## src/rtl/uart_pkg.sv

```systemverilog
// Shared UART definitions: parity modes, receiver state encoding and
// standard baud divisors for the 25 MHz system clock.
package uart_pkg;

   localparam logic [1:0] PAR_NONE = 2'b00;
   localparam logic [1:0] PAR_EVEN = 2'b01;
   localparam logic [1:0] PAR_ODD  = 2'b10;

   localparam int DEFAULT_DIV_9600   = 2604;
   localparam int DEFAULT_DIV_115200 = 217;

   typedef enum logic [2:0] {
      ST_IDLE,
      ST_START,
      ST_DATA,
      ST_PARITY,
      ST_STOP1,
      ST_STOP2,
      ST_WAIT_HIGH
   } rx_state_t;

   // Mode 11 is reserved and behaves like "no parity".
   function automatic logic parity_enabled(input logic [1:0] mode);
      return (mode == PAR_EVEN) || (mode == PAR_ODD);
   endfunction

endpackage

```

## src/rtl/uart_rx_sync.sv

```systemverilog
// Multi-flop synchroniser for an idle-high serial line, with a registered
// falling-edge strobe aligned to the first low value on rx_sync.
module uart_rx_sync #(
   parameter int STAGES = 3
) (
   input  logic clk,
   input  logic reset_n,
   input  logic rx_in,
   output logic rx_sync,
   output logic rx_fall
);

   logic [STAGES-1:0] sync_q;

   // Shift the line through the chain; flag the cycle the output first goes low.
   always_ff @(posedge clk or negedge reset_n) begin
      if (!reset_n) begin
         sync_q  <= '1;
         rx_fall <= 1'b0;
      end else begin
         // NOTE: non-blocking assignments let every flop sample its neighbour's
         // old value, which is what makes this a chain rather than a wire.
         sync_q  <= {sync_q[STAGES-2:0], rx_in};
         rx_fall <= sync_q[STAGES-1] & ~sync_q[STAGES-2];
      end
   end

   assign rx_sync = sync_q[STAGES-1];

endmodule

```

## src/rtl/uart_rx_cfg.sv

```systemverilog
// Configurable UART receiver: runtime baud divisor, optional parity,
// one or two stop bits, framing/parity/break reporting per frame.
module uart_rx_cfg
   import uart_pkg::*;
#(
   parameter int DATA_BITS   = 8,
   parameter int DIV_W       = 24,
   parameter int SYNC_STAGES = 3
) (
   input  logic                 clk,
   input  logic                 reset_n,
   input  logic                 rx_in,
   input  logic [DIV_W-1:0]     baud_div,
   input  logic [1:0]           parity_mode,
   input  logic                 two_stop,
   output logic [DATA_BITS-1:0] data_out,
   output logic                 data_valid,
   output logic                 parity_err,
   output logic                 frame_err,
   output logic                 break_det,
   output logic                 busy
);

   logic                 rx_s;
   logic                 rx_fall;
   rx_state_t            state_q, state_d;
   logic [DIV_W-1:0]     cnt_q;
   logic [DIV_W-1:0]     div_q;
   logic [DIV_W-1:0]     div_eff;
   logic [1:0]           par_q;
   logic                 two_q;
   logic [3:0]           bit_idx_q;
   logic [DATA_BITS-1:0] shreg_q;
   logic                 par_bit_q;
   logic                 perr_q;
   logic                 stop1_q;
   logic                 fe_q;
   logic                 bk_q;
   logic                 done_q;
   logic                 tick;
   logic                 par_en;
   logic                 frame_end;
   logic                 brk_base;

   uart_rx_sync #(.STAGES(SYNC_STAGES)) u_sync (
      .clk     (clk),
      .reset_n (reset_n),
      .rx_in   (rx_in),
      .rx_sync (rx_s),
      .rx_fall (rx_fall)
   );

   // Divisors below 4 would leave no room for a half-bit start count.
   assign div_eff  = (baud_div < DIV_W'(4)) ? DIV_W'(4) : baud_div;
   assign tick     = (cnt_q == '0);
   assign par_en   = parity_enabled(par_q);
   assign brk_base = (shreg_q == '0) && (!par_en || !par_bit_q);

   // State register.
   always_ff @(posedge clk or negedge reset_n) begin
      if (!reset_n) state_q <= ST_IDLE;
      else          state_q <= state_d;
   end

   // Next-state logic; every transition except IDLE/WAIT_HIGH waits for a bit-centre tick.
   always_comb begin
      // NOTE: defaulting state_d first keeps every path assigned, so no latch.
      state_d = state_q;
      unique case (state_q)
         ST_IDLE:      if (rx_fall) state_d = ST_START;
         ST_START:     if (tick) state_d = rx_s ? ST_IDLE : ST_DATA;
         ST_DATA:      if (tick && bit_idx_q == 4'(DATA_BITS-1))
                          state_d = par_en ? ST_PARITY : ST_STOP1;
         ST_PARITY:    if (tick) state_d = ST_STOP1;
         ST_STOP1:     if (tick) state_d = two_q ? ST_STOP2 : (rx_s ? ST_IDLE : ST_WAIT_HIGH);
         ST_STOP2:     if (tick) state_d = (stop1_q && rx_s) ? ST_IDLE : ST_WAIT_HIGH;
         ST_WAIT_HIGH: if (rx_s) state_d = ST_IDLE;
         default:      state_d = ST_IDLE;
      endcase
   end

   // State-decoded outputs: busy flag and the last-stop-sample strobe.
   always_comb begin
      busy      = (state_q != ST_IDLE);
      frame_end = tick && (((state_q == ST_STOP1) && !two_q) || (state_q == ST_STOP2));
   end

   // Configuration latch at the start edge and the shared bit-timing counter.
   always_ff @(posedge clk or negedge reset_n) begin
      if (!reset_n) begin
         cnt_q <= '0;
         div_q <= '0;
         par_q <= PAR_NONE;
         two_q <= 1'b0;
      end else begin
         case (state_q)
            ST_IDLE: if (rx_fall) begin
               div_q <= div_eff;
               par_q <= parity_mode;
               two_q <= two_stop;
               cnt_q <= (div_eff >> 1) - DIV_W'(1);
            end
            ST_WAIT_HIGH: ;
            default: cnt_q <= tick ? (div_q - DIV_W'(1)) : (cnt_q - DIV_W'(1));
         endcase
      end
   end

   // Bit-centre sampling: data shift, parity check, stop/break evaluation.
   always_ff @(posedge clk or negedge reset_n) begin
      if (!reset_n) begin
         bit_idx_q <= '0;
         shreg_q   <= '0;
         par_bit_q <= 1'b0;
         perr_q    <= 1'b0;
         stop1_q   <= 1'b0;
         fe_q      <= 1'b0;
         bk_q      <= 1'b0;
         done_q    <= 1'b0;
      end else begin
         done_q <= frame_end;
         if (state_q == ST_IDLE && rx_fall) perr_q <= 1'b0;
         if (tick) begin
            case (state_q)
               ST_START:  bit_idx_q <= '0;
               ST_DATA: begin
                  shreg_q   <= {rx_s, shreg_q[DATA_BITS-1:1]};
                  bit_idx_q <= bit_idx_q + 4'd1;
               end
               ST_PARITY: begin
                  par_bit_q <= rx_s;
                  perr_q    <= ((^shreg_q) ^ rx_s) != (par_q == PAR_ODD);
               end
               ST_STOP1: begin
                  stop1_q <= rx_s;
                  if (!two_q) begin
                     fe_q <= ~rx_s;
                     bk_q <= brk_base & ~rx_s;
                  end
               end
               ST_STOP2: begin
                  fe_q <= ~stop1_q | ~rx_s;
                  bk_q <= brk_base & ~stop1_q;
               end
               default: ;
            endcase
         end
      end
   end

   // Output stage: one-cycle pulses and held data, one clock after the last stop sample.
   always_ff @(posedge clk or negedge reset_n) begin
      if (!reset_n) begin
         data_out   <= '0;
         data_valid <= 1'b0;
         parity_err <= 1'b0;
         frame_err  <= 1'b0;
         break_det  <= 1'b0;
      end else begin
         data_valid <= done_q;
         parity_err <= done_q & perr_q;
         frame_err  <= done_q & fe_q;
         break_det  <= done_q & bk_q;
         if (done_q) data_out <= shreg_q;
      end
   end

endmodule

```

## config.mk

```make
export PLATFORM = sky130hd
export DESIGN_NAME = uart_rx_cfg
export DESIGN_NICKNAME = d
export VERILOG_FILES = /design/src/rtl/uart_pkg.sv /design/src/rtl/uart_rx_sync.sv /design/src/rtl/uart_rx_cfg.sv
export SDC_FILE = /design/constraint.sdc
export NUM_CORES = 1
export LEC_CHECK = 0
export BUFFER_PORTS_ARGS = -buffer_cell sky130_fd_sc_hd__buf_2
export CAP_MARGIN = 15
export CELL_PAD_IN_SITES_DETAIL_PLACEMENT = 2
export CELL_PAD_IN_SITES_GLOBAL_PLACEMENT = 2
export CORE_UTILIZATION = 40
export CTS_BUF_LIST = sky130_fd_sc_hd__clkbuf_8
export DETAILED_ROUTE_END_ITERATION = 10
export HOLD_SLACK_MARGIN = 0.15
export PLACE_DENSITY = 0.9
export SYNTH_ARGS = -nofsm -noshare
export SYNTH_HDL_FRONTEND = slang
export SYNTH_SLANG_ARGS = --single-unit
```

## constraint.sdc

```tcl
create_clock -name clk -period 7.7 [get_ports clk]
set_input_delay 1.155 -clock clk [delete_from_list [all_inputs] [get_ports clk]]
set_output_delay 1.155 -clock clk [all_outputs]
set_load 0.01 [all_outputs]
```

==> impl_metrics.tcl, run 1 <==
set metrics [dict create \
    clk_latency_ns 0.39 \
    p_seq_share_pct 40.4 \
    antenna_found_initial 0 \
    yosys_register_bits 88 \
    fmax_ghz 0.218 \
    cts_inserted_buffers 9 \
    syn-cell-area_sq_mm 0.00483 \
    finClkSkew_ns 0.0164 \
    path_cells "nor3_4 -> buf_4 -> inv_2 -> or4_4 -> nand3_1 -> ha_1 -> inv_1 -> a311o_1 -> or4b_4 -> nand2b_1 -> xnor2_1 -> o21ai_1" \
    synth.avg_cell_area_sq_um 9.37 \
    vias 4207 \
    yosys_warnings 0 \
    cpMaxStageDelayCell "dfrtp_1" \
    drt_iter0_drc 282 \
    initial_utilization_pct 41.7 \
    power.total_mw 1.96 \
    arrival_ns 4.84 \
    post-cts-setup-buffers 0 \
    routed_via_density 6.05 \
    power_frac_clock_pct 15.9 \
    holdBufCountCts 0 \
    drc 3 \
    slew_violations 0 \
    fin_crit_sh_pct 59.6 \
    reg2reg_to "cnt_q[16]" \
    cp-end-kind "flop" \
    worst_pin_slew_ns 0.964 \
    rsz0062_at_grt "false" \
    drt_pass1_iterations 7 \
    startpoint "state_q[0]" \
    grt_pass1_wl_microns 26100 \
    max_stage_delay_ns 0.67 \
    outcome "complete, but fails checks" \
    final_cell_mix "dfrtp_1, nand2_1, nor2_1" \
    hold_violations 0 \
    synthFlopType "dfrtp_1" \
    gr-total-overflow 0 \
    swShare_pct 45.9 \
    drtAntennaViolNets 0 \
    layout_commonest_cell "dfrtp_1" \
    num_antenna_cells 0 \
    cts-resized-gates 0 \
    r2r_start "state_q[0]" \
    timing.slew.headroom_pct 35.4 \
    reg2reg_slack_ns 3.11 \
    worst-path-max-fanout 42 \
    hold_ws_ns 0.370 \
    gp_congestion 0.825 \
    cts.path.max_buffers 2 \
    p_sw_mw 0.897 \
    grt_max_degree 46 \
    fin_util_pct 46.2 \
    setup_viol 0 \
    setup_tns_ns 0 \
    clock_sinks 88 \
    internal-power_mw 1.06 \
    fin_crit_ns 4.59 \
    final_nets 584 \
    io_pins 43 \
    cts_root_buf "clkbuf_8" \
    reg2reg_depth 12 \
    synth.distinct_cells 60 \
    core_area_sq_mm 0.0116 \
    dieArea_sq_mm 0.0125 \
    path_class "reg -> reg" \
    die_h_microns 112 \
    port_buffers 42 \
    wirelength_microns 15700 \
    combPwrFrac_pct 43.8 \
    cts_tree "done" \
    yosysSeqAreaShare_pct 45.7 \
    synth_edf_count 0 \
    crit_end "cnt_q[16]" \
    violations "design-rule violations" \
    grt.total_usage_pct 27.1 \
    irDropWorstVdd_v 0.000117 \
    cts_htree_levels 3 \
    min_path_type "reg -> reg" \
    cp-start-kind "flop" \
    synthCells 515 \
    p_leak_nw 2.21 \
    layout-drive-gt1-share_pct 21.4 \
    hpwlAfterDp_microns 11000 \
    first_global_vias 4739 \
    p_per_area_mw_per_mm2 366 \
    synthArstFlopShare_pct 100 \
    required_ns 7.94 \
    clk_pin_slew_worst_paths_ns 0.10 \
    areaGrowthSynthToFinish_pct 10.6 \
    rows 39 \
    fp.dieW_microns 112 \
    maxCapViolCount 0 \
    wl_per_cell_microns 22.5 \
    syn-num-nets 552 \
]
[state kept, by name, summed over array words and instances, names as in the netlist, 2 cells and up]
signal / flops
div_q: 24
bit_idx_q: 4
shreg_q: 8
data_out: 8
cnt_q: 24
u_sync.sync_q: 3
par_q: 2
state_q: 3
[critical path: cells and delay by family, from the launching register on]
kind | cells | cell delay (ns)
xor+xnor | 1 | 0.22
buf+inv | 3 | 0.96
simple gates | 5 | 1.81
compound gates | 2 | 0.50
flops | 1 | 0.67
fa+ha+maj | 1 | 0.26
[worst min-delay path by stage]
stage | slack, ns | to | start | cells past startpoint
2_1_floorplan | 0.35 | u_sync.sync_q[1] | u_sync.sync_q[0] | 0
3_3_place_gp | 0.35 | u_sync.sync_q[1] | u_sync.sync_q[0] | 0
3_5_place_dp | 0.36 | u_sync.sync_q[1] | u_sync.sync_q[0] | 0
4_1_cts | 0.37 | u_sync.sync_q[1] | u_sync.sync_q[0] | 0
5_1_grt | 0.38 | u_sync.sync_q[1] | u_sync.sync_q[0] | 0
6_report | 0.37 | u_sync.sync_q[1] | u_sync.sync_q[0] | 0
[synth_stat cells, types with 4 or more instances]
cell type | count | area, sq um
xor2_1 | 4 | 35.0
nand2_1 | 63 | 236
xnor2_1 | 15 | 131
a31oi_1 | 15 | 93.8
inv_1 | 16 | 60.1
dfrtp_1 | 85 | 2130
nor2_1 | 49 | 184
nand2b_1 | 5 | 31.3
nor3_1 | 14 | 70.1
o21ai_1 | 4 | 20.0
a21oi_1 | 32 | 160
nor4_1 | 9 | 56.3
mux2_2 | 35 | 394
o21ai_0 | 47 | 235
ha_1 | 7 | 87.6
clkbuf_1 | 20 | 75.1
buf_2 | 4 | 20.0
nand3_1 | 15 | 75.1
and2_1 | 6 | 37.5
mux2i_1 | 8 | 80.1
or3_1 | 5 | 31.3
[power by group through the flow]
stage | clock (mW) | sequential [mW] | combinational, mW
final | 0.311 | 0.789 | 0.856
after CTS | 0.316 | 0.785 | 0.857
after global routing | 0.334 | 0.809 | 0.945
after detailed placement | 0 | 0.788 | 0.847
after global placement | 0 | 0.768 | 0.780
after floorplan | 0 | 0.702 | 0.645
[routing by layer]
layer | GRT usage (%) | vias to the layer above | part of all wire [%] | wire length, microns
met5 | 0 | - | 0 | 0
met4 | 10.6 | 0 | 2.7 | 422
met3 | 3.81 | 32 | 3.7 | 584
met2 | 46.0 | 94 | 50 | 7830
met1 | 34.9 | 2172 | 44 | 6810
li1 | - | 1909 | - | -
[through the flow]
| stage | cell area [sq um] | setup WS (ns) | instances |
|---|---|---|---|
| 4_1_cts | 5340 | 3.16 | 695 |
| 5_1_grt | 5340 | 2.88 | 695 |
| 3_5_place_dp | 5160 | 2.90 | 679 |
| 2_1_floorplan | 4830 | 3.50 | 515 |
| 3_3_place_gp | 5160 | 3.10 | 679 |
| 6_report | 5340 | 3.11 | 695 |
[area by class of cell]
cell class / instances / area [sq um]
Timing Repair Buffer: 47 / 250
Clock inverter: 7 / 55.1
Tap cell: 143 / 179
Multi-Input combinational cell: 384 / 2460
Fill cell: 1269 / 6230
Inverter: 17 / 63.8
Clock buffer: 9 / 124
Sequential cell: 88 / 2210
[cells by family after synthesis]
group | share of synthesized area [%]
AND/OR/NAND/NOR | 19.0
buffers and inverters | 3.53
adder cells (fa/ha/maj) | 1.81
XOR/XNOR | 3.45
flip-flops | 45.7
AO/OA/AOI/OAI | 16.6
multiplexers | 9.83
Power figures use the tool's default switching activity.
==> inputs of run 2 (changes only) <==
CORE_UTILIZATION = 39   (was 40)
PLACE_DENSITY = 0.88   (was 0.9)
clock period = 4.6 ns   (was 7.7 ns; I/O delays follow)
==> impl_metrics.tcl, run 2 (synthesized netlist as in run 1, its figures left out) <==
set metrics [dict create \
    final_nets 587 \
    placed_cell_area_sq_mm 0.00521 \
    wl_met3_microns 435 \
    grt_max_degree 65 \
    port_buffers 42 \
    drt_pass1_iterations 4 \
    min_path_type "reg -> reg" \
    grt.total_usage_pct 25.0 \
    cts_tree "done" \
    vias 4128 \
    hold_violations 0 \
    instances_no_fill 723 \
    irDropWorstVdd_v 0.000243 \
    wl_per_cell_microns 20.6 \
    clock_sinks 88 \
    dieArea_sq_mm 0.0128 \
    holdBufCountCts 0 \
    cp-start-kind "input port" \
    cts_inserted_buffers 9 \
    post-cts-setup-buffers 0 \
    cts.path.max_buffers 2 \
    core_area_sq_mm 0.0121 \
    required_ns 4.84 \
    dp.cells 707 \
    worst_pin_slew_ns 0.920 \
    first_global_vias 4609 \
    cts_root_buf "clkbuf_8" \
    layout_commonest_cell "dfrtp_1" \
    gp_congestion 0.800 \
    wl_met1_microns 6720 \
    top_regs "cnt_q: 24 flops, div_q: 24 flops" \
    hpwlAfterDp_microns 10300 \
    rows 40 \
    io_pins 43 \
    gr-total-overflow 0 \
    route.met2.wl_microns 7510 \
    initial_utilization_pct 40.0 \
    final_cell_mix "dfrtp_1, nand2_1, nor2_1" \
    hold_ws_ns 0.366 \
    highest_layer "met4" \
    cts-resized-gates 0 \
    place_ws_ns 0.405 \
    cp-end-kind "flop" \
    setup_tns_ns 0 \
    fmax_ghz 0.263 \
    cts_htree_levels 3 \
    drc 0 \
    fin_util_pct 44.8 \
    wirelength_microns 14900 \
    setup_slack_ns 0.803 \
    p_per_area_mw_per_mm2 605 \
    drt_iter0_drc 194 \
    worst-path-max-fanout 6 \
    areaGrowthSynthToFinish_pct 11.9 \
    fin_crit_sh_pct 82.5 \
    p_leak_nw 2.23 \
    fin_crit_ns 3.80 \
    timing.slew.headroom_pct 38.3 \
    clk_latency_ns 0.39 \
    layout-drive-gt1-share_pct 22.0 \
    clk_pin_slew_worst_paths_ns 0.09 \
    path_class "in -> reg" \
    outcome "finished clean" \
    grt_pass1_wl_microns 24600 \
    die_h_microns 113 \
    arrival_ns 4.03 \
    stdcell_area_sq_mm 0.00540 \
    finClkSkew_ns 0.0112 \
    setup_viol 0 \
    num_antenna_cells 0 \
    antenna_found_initial 0 \
    power.total_mw 3.27 \
    rsz0062_at_grt "false" \
    drtAntennaViolNets 0 \
    routed_via_density 5.71 \
    maxCapViolCount 0 \
    slew_violations 0 \
    fill_cells 1289 \
    fp.dieW_microns 113 \
]
## run 2: changes by cell type in the layout (fill, tap and decap cells not counted), sizes merged
cell,delta
buf,+3
clkbuf,+1
clkinv,-1
clkinvlp,-1
inv,+1
## run 2: power breakdown
group          internal, mW  total (mW)  switching [mW]
Clock                 0.219       0.541           0.321
Combinational         0.565        1.44           0.880
Sequential             1.02        1.28           0.263
## run 2: path summary, 6_finish.rpt
path | from | end | slack, ns | depth (start not counted)
setup reg to reg | state_q[1] | cnt_q[20] | 0.83 | 13
setup / recovery | baud_div[18] | cnt_q[20] | 0.80 | 12
max in group asynchronous | reset_n | cnt_q[12] | 3.30 | 2
hold / removal | u_sync.sync_q[0] | u_sync.sync_q[1] | 0.37 | 0
hold reg to reg | u_sync.sync_q[0] | u_sync.sync_q[1] | 0.37 | 0
min in group asynchronous | reset_n | bit_idx_q[0] | 0.40 | 1
## run 2: layout make-up
type	instances	area (sq um)	share of cell area (%)
repair buffers	50	273	5.05
inverters	17	63.8	1.18
flip-flops and latches	88	2210	40.9
well taps	168	210	3.89
clock inverters	6	48.8	0.904
multi-input cells	384	2460	45.6
clock buffers	10	138	2.55
## run 2: critical path: stages
cell and delay (ns):
buf_2 0.12, or3_1 0.40, or4_4 0.45, or4_4 0.45, nand3_1 0.13, ha_1 0.27, inv_1 0.10, a311o_1 0.38
or4b_4 0.57, nor4_2 0.22, xnor2_1 0.16, a21oi_1 0.09
## run 2: routing by layer
| layer | track usage (%) | vias up |
|---|---|---|
| met3 | 4.87 | 20 |
| met5 | 0 | - |
| met4 | 8.25 | 0 |
| met2 | 42.5 | 65 |
| li1 | - | 1908 |
| met1 | 31.9 | 2135 |
==> inputs of run 3 (changes only) <==
CORE_UTILIZATION = 35   (was 39)
PLACE_DENSITY = 0.84   (was 0.88)
clock period = 3.45 ns   (was 4.6 ns; I/O delays follow)
==> impl_metrics.tcl, run 3 (synthesized netlist as in run 1, its figures left out) <==
set metrics [dict create \
    outcome "finished clean" \
    required_ns 3.72 \
    placed_cell_area_sq_mm 0.00547 \
    first_global_vias 4744 \
    swShare_pct 43.7 \
    gr-total-overflow 0 \
    hold_ws_ns 0.212 \
    gp_congestion 0.852 \
    cts-resized-gates 0 \
    rows 42 \
    seqCellArea_sq_mm 0.00221 \
    antenna_found_initial 0 \
    arrival_ns 3.52 \
    routed_via_density 5.62 \
    irDropWorstVdd_v 0.000232 \
    finClkSkew_ns 0.0122 \
    slew_violations 0 \
    vias 4279 \
    layout_commonest_cell "dfrtp_1" \
    min_path_type "in -> reg" \
    cts_tree "done" \
    stdcell_area_sq_mm 0.00568 \
    power_frac_clock_pct 16.9 \
    dp.cells 745 \
    p_per_area_mw_per_mm2 811 \
    timing.slew.headroom_pct 42.9 \
    wirelength_microns 15300 \
    drt_pass1_iterations 4 \
    io_pins 43 \
    p_seq_share_pct 36.3 \
    setup_slack_ns 0.199 \
    cts_htree_levels 3 \
    num_antenna_cells 0 \
    worst-path-max-fanout 5 \
    drc 0 \
    core_area_sq_mm 0.0133 \
    cts_inserted_buffers 9 \
    final_nets 617 \
    holdBufCountCts 0 \
    grt.total_usage_pct 23.0 \
    final_cell_mix "dfrtp_1, nand2_1, nor2_1" \
    worst_pin_slew_ns 0.855 \
    layout-drive-gt1-share_pct 26.2 \
    grt_max_degree 63 \
    post-cts-setup-buffers 0 \
    p_sw_mw 2.02 \
    cp-end-kind "flop" \
    combPwrFrac_pct 46.8 \
    drtAntennaViolNets 0 \
    rsz0062_at_grt "false" \
    clk_pin_slew_worst_paths_ns 0.10 \
    fin_crit_ns 3.25 \
    maxCapViolCount 0 \
    dieArea_sq_mm 0.0143 \
    setup_tns_ns 0 \
    clk_latency_ns 0.40 \
    fmax_ghz 0.308 \
    fin_crit_sh_pct 94.2 \
    cts.path.max_buffers 2 \
    wl_per_cell_microns 20.1 \
    multi_input_comb_area_sq_mm 0.00249 \
    initial_utilization_pct 36.2 \
    cts_root_buf "clkbuf_8" \
    drt_iter0_drc 176 \
    setup_viol 0 \
    port_buffers 42 \
    areaGrowthSynthToFinish_pct 17.8 \
    internal-power_mw 2.60 \
    hold_violations 0 \
    fp.dieW_microns 119 \
    instances_no_fill 761 \
    die_h_microns 119 \
    fill_cells 1469 \
    cp-start-kind "input port" \
    path_class "in -> reg" \
    clock_sinks 88 \
    place_ws_ns -0.206 \
    top_regs "cnt_q: 24 flops, div_q: 24 flops" \
    p_leak_nw 2.40 \
    grt_pass1_wl_microns 25100 \
    hpwlAfterDp_microns 11200 \
]
-- run 3: final timing paths --
| kind | from | end | slack, ns | depth (start not counted) |
|---|---|---|---|---|
| max reg2reg | cnt_q[5] | cnt_q[16] | 0.30 | 12 |
| min | rx_in | u_sync.sync_q[0] | 0.21 | 1 |
| min reg2reg | u_sync.sync_q[0] | u_sync.sync_q[1] | 0.36 | 0 |
| max | baud_div[18] | cnt_q[16] | 0.20 | 12 |
| max in group asynchronous | reset_n | u_sync.sync_q[0] | 2.46 | 2 |
| min in group asynchronous | reset_n | bit_idx_q[1] | 0.22 | 1 |
-- run 3: per-stage QoR --
step,power [mW],utilization [%]
after detailed placement,3.83,41.0
after CTS,4.64,42.5
final,4.61,42.6
after global placement,3.63,41.0
after floorplan,3.04,-
after global routing,4.92,42.6
-- run 3: per-layer routing --
metal	share of wire, %	wire length [microns]	track usage, %	up-vias
met2	49	7540	38.6	68
li1	-	-	-	1971
met1	45	6850	28.8	2212
met4	3.1	468	11.3	0
met3	2.9	448	3.35	28
met5	0	0	0	-
-- run 3: power groups by stage --
| stage | sequential, mW | clock (mW) | combinational (mW) |
|---|---|---|---|
| after floorplan | 1.57 | 0 | 1.47 |
| after global placement | 1.65 | 0 | 1.98 |
| after detailed placement | 1.69 | 0 | 2.14 |
| after CTS | 1.67 | 0.803 | 2.16 |
| after global routing | 1.72 | 0.830 | 2.37 |
| final | 1.68 | 0.780 | 2.16 |
-- run 3: area by class of cell --
type	instances	area share, %
clock inverters	7	1.36
flip-flops and latches	88	38.8
repair buffers	80	8.76
well taps	176	3.87
clock buffers	9	2.18
inverters	17	1.12
multi-input cells	384	43.9
-- run 3: critical path, stage by stage --
cell and delay [ns]:
buf_2 0.11, or3_1 0.39, or4_4 0.44, or4_4 0.44, nand3_2 0.14, ha_4 0.15, inv_1 0.05, a311o_1 0.29
or4b_4 0.54, nand2b_1 0.20, xnor2_1 0.17, o21ai_1 0.09
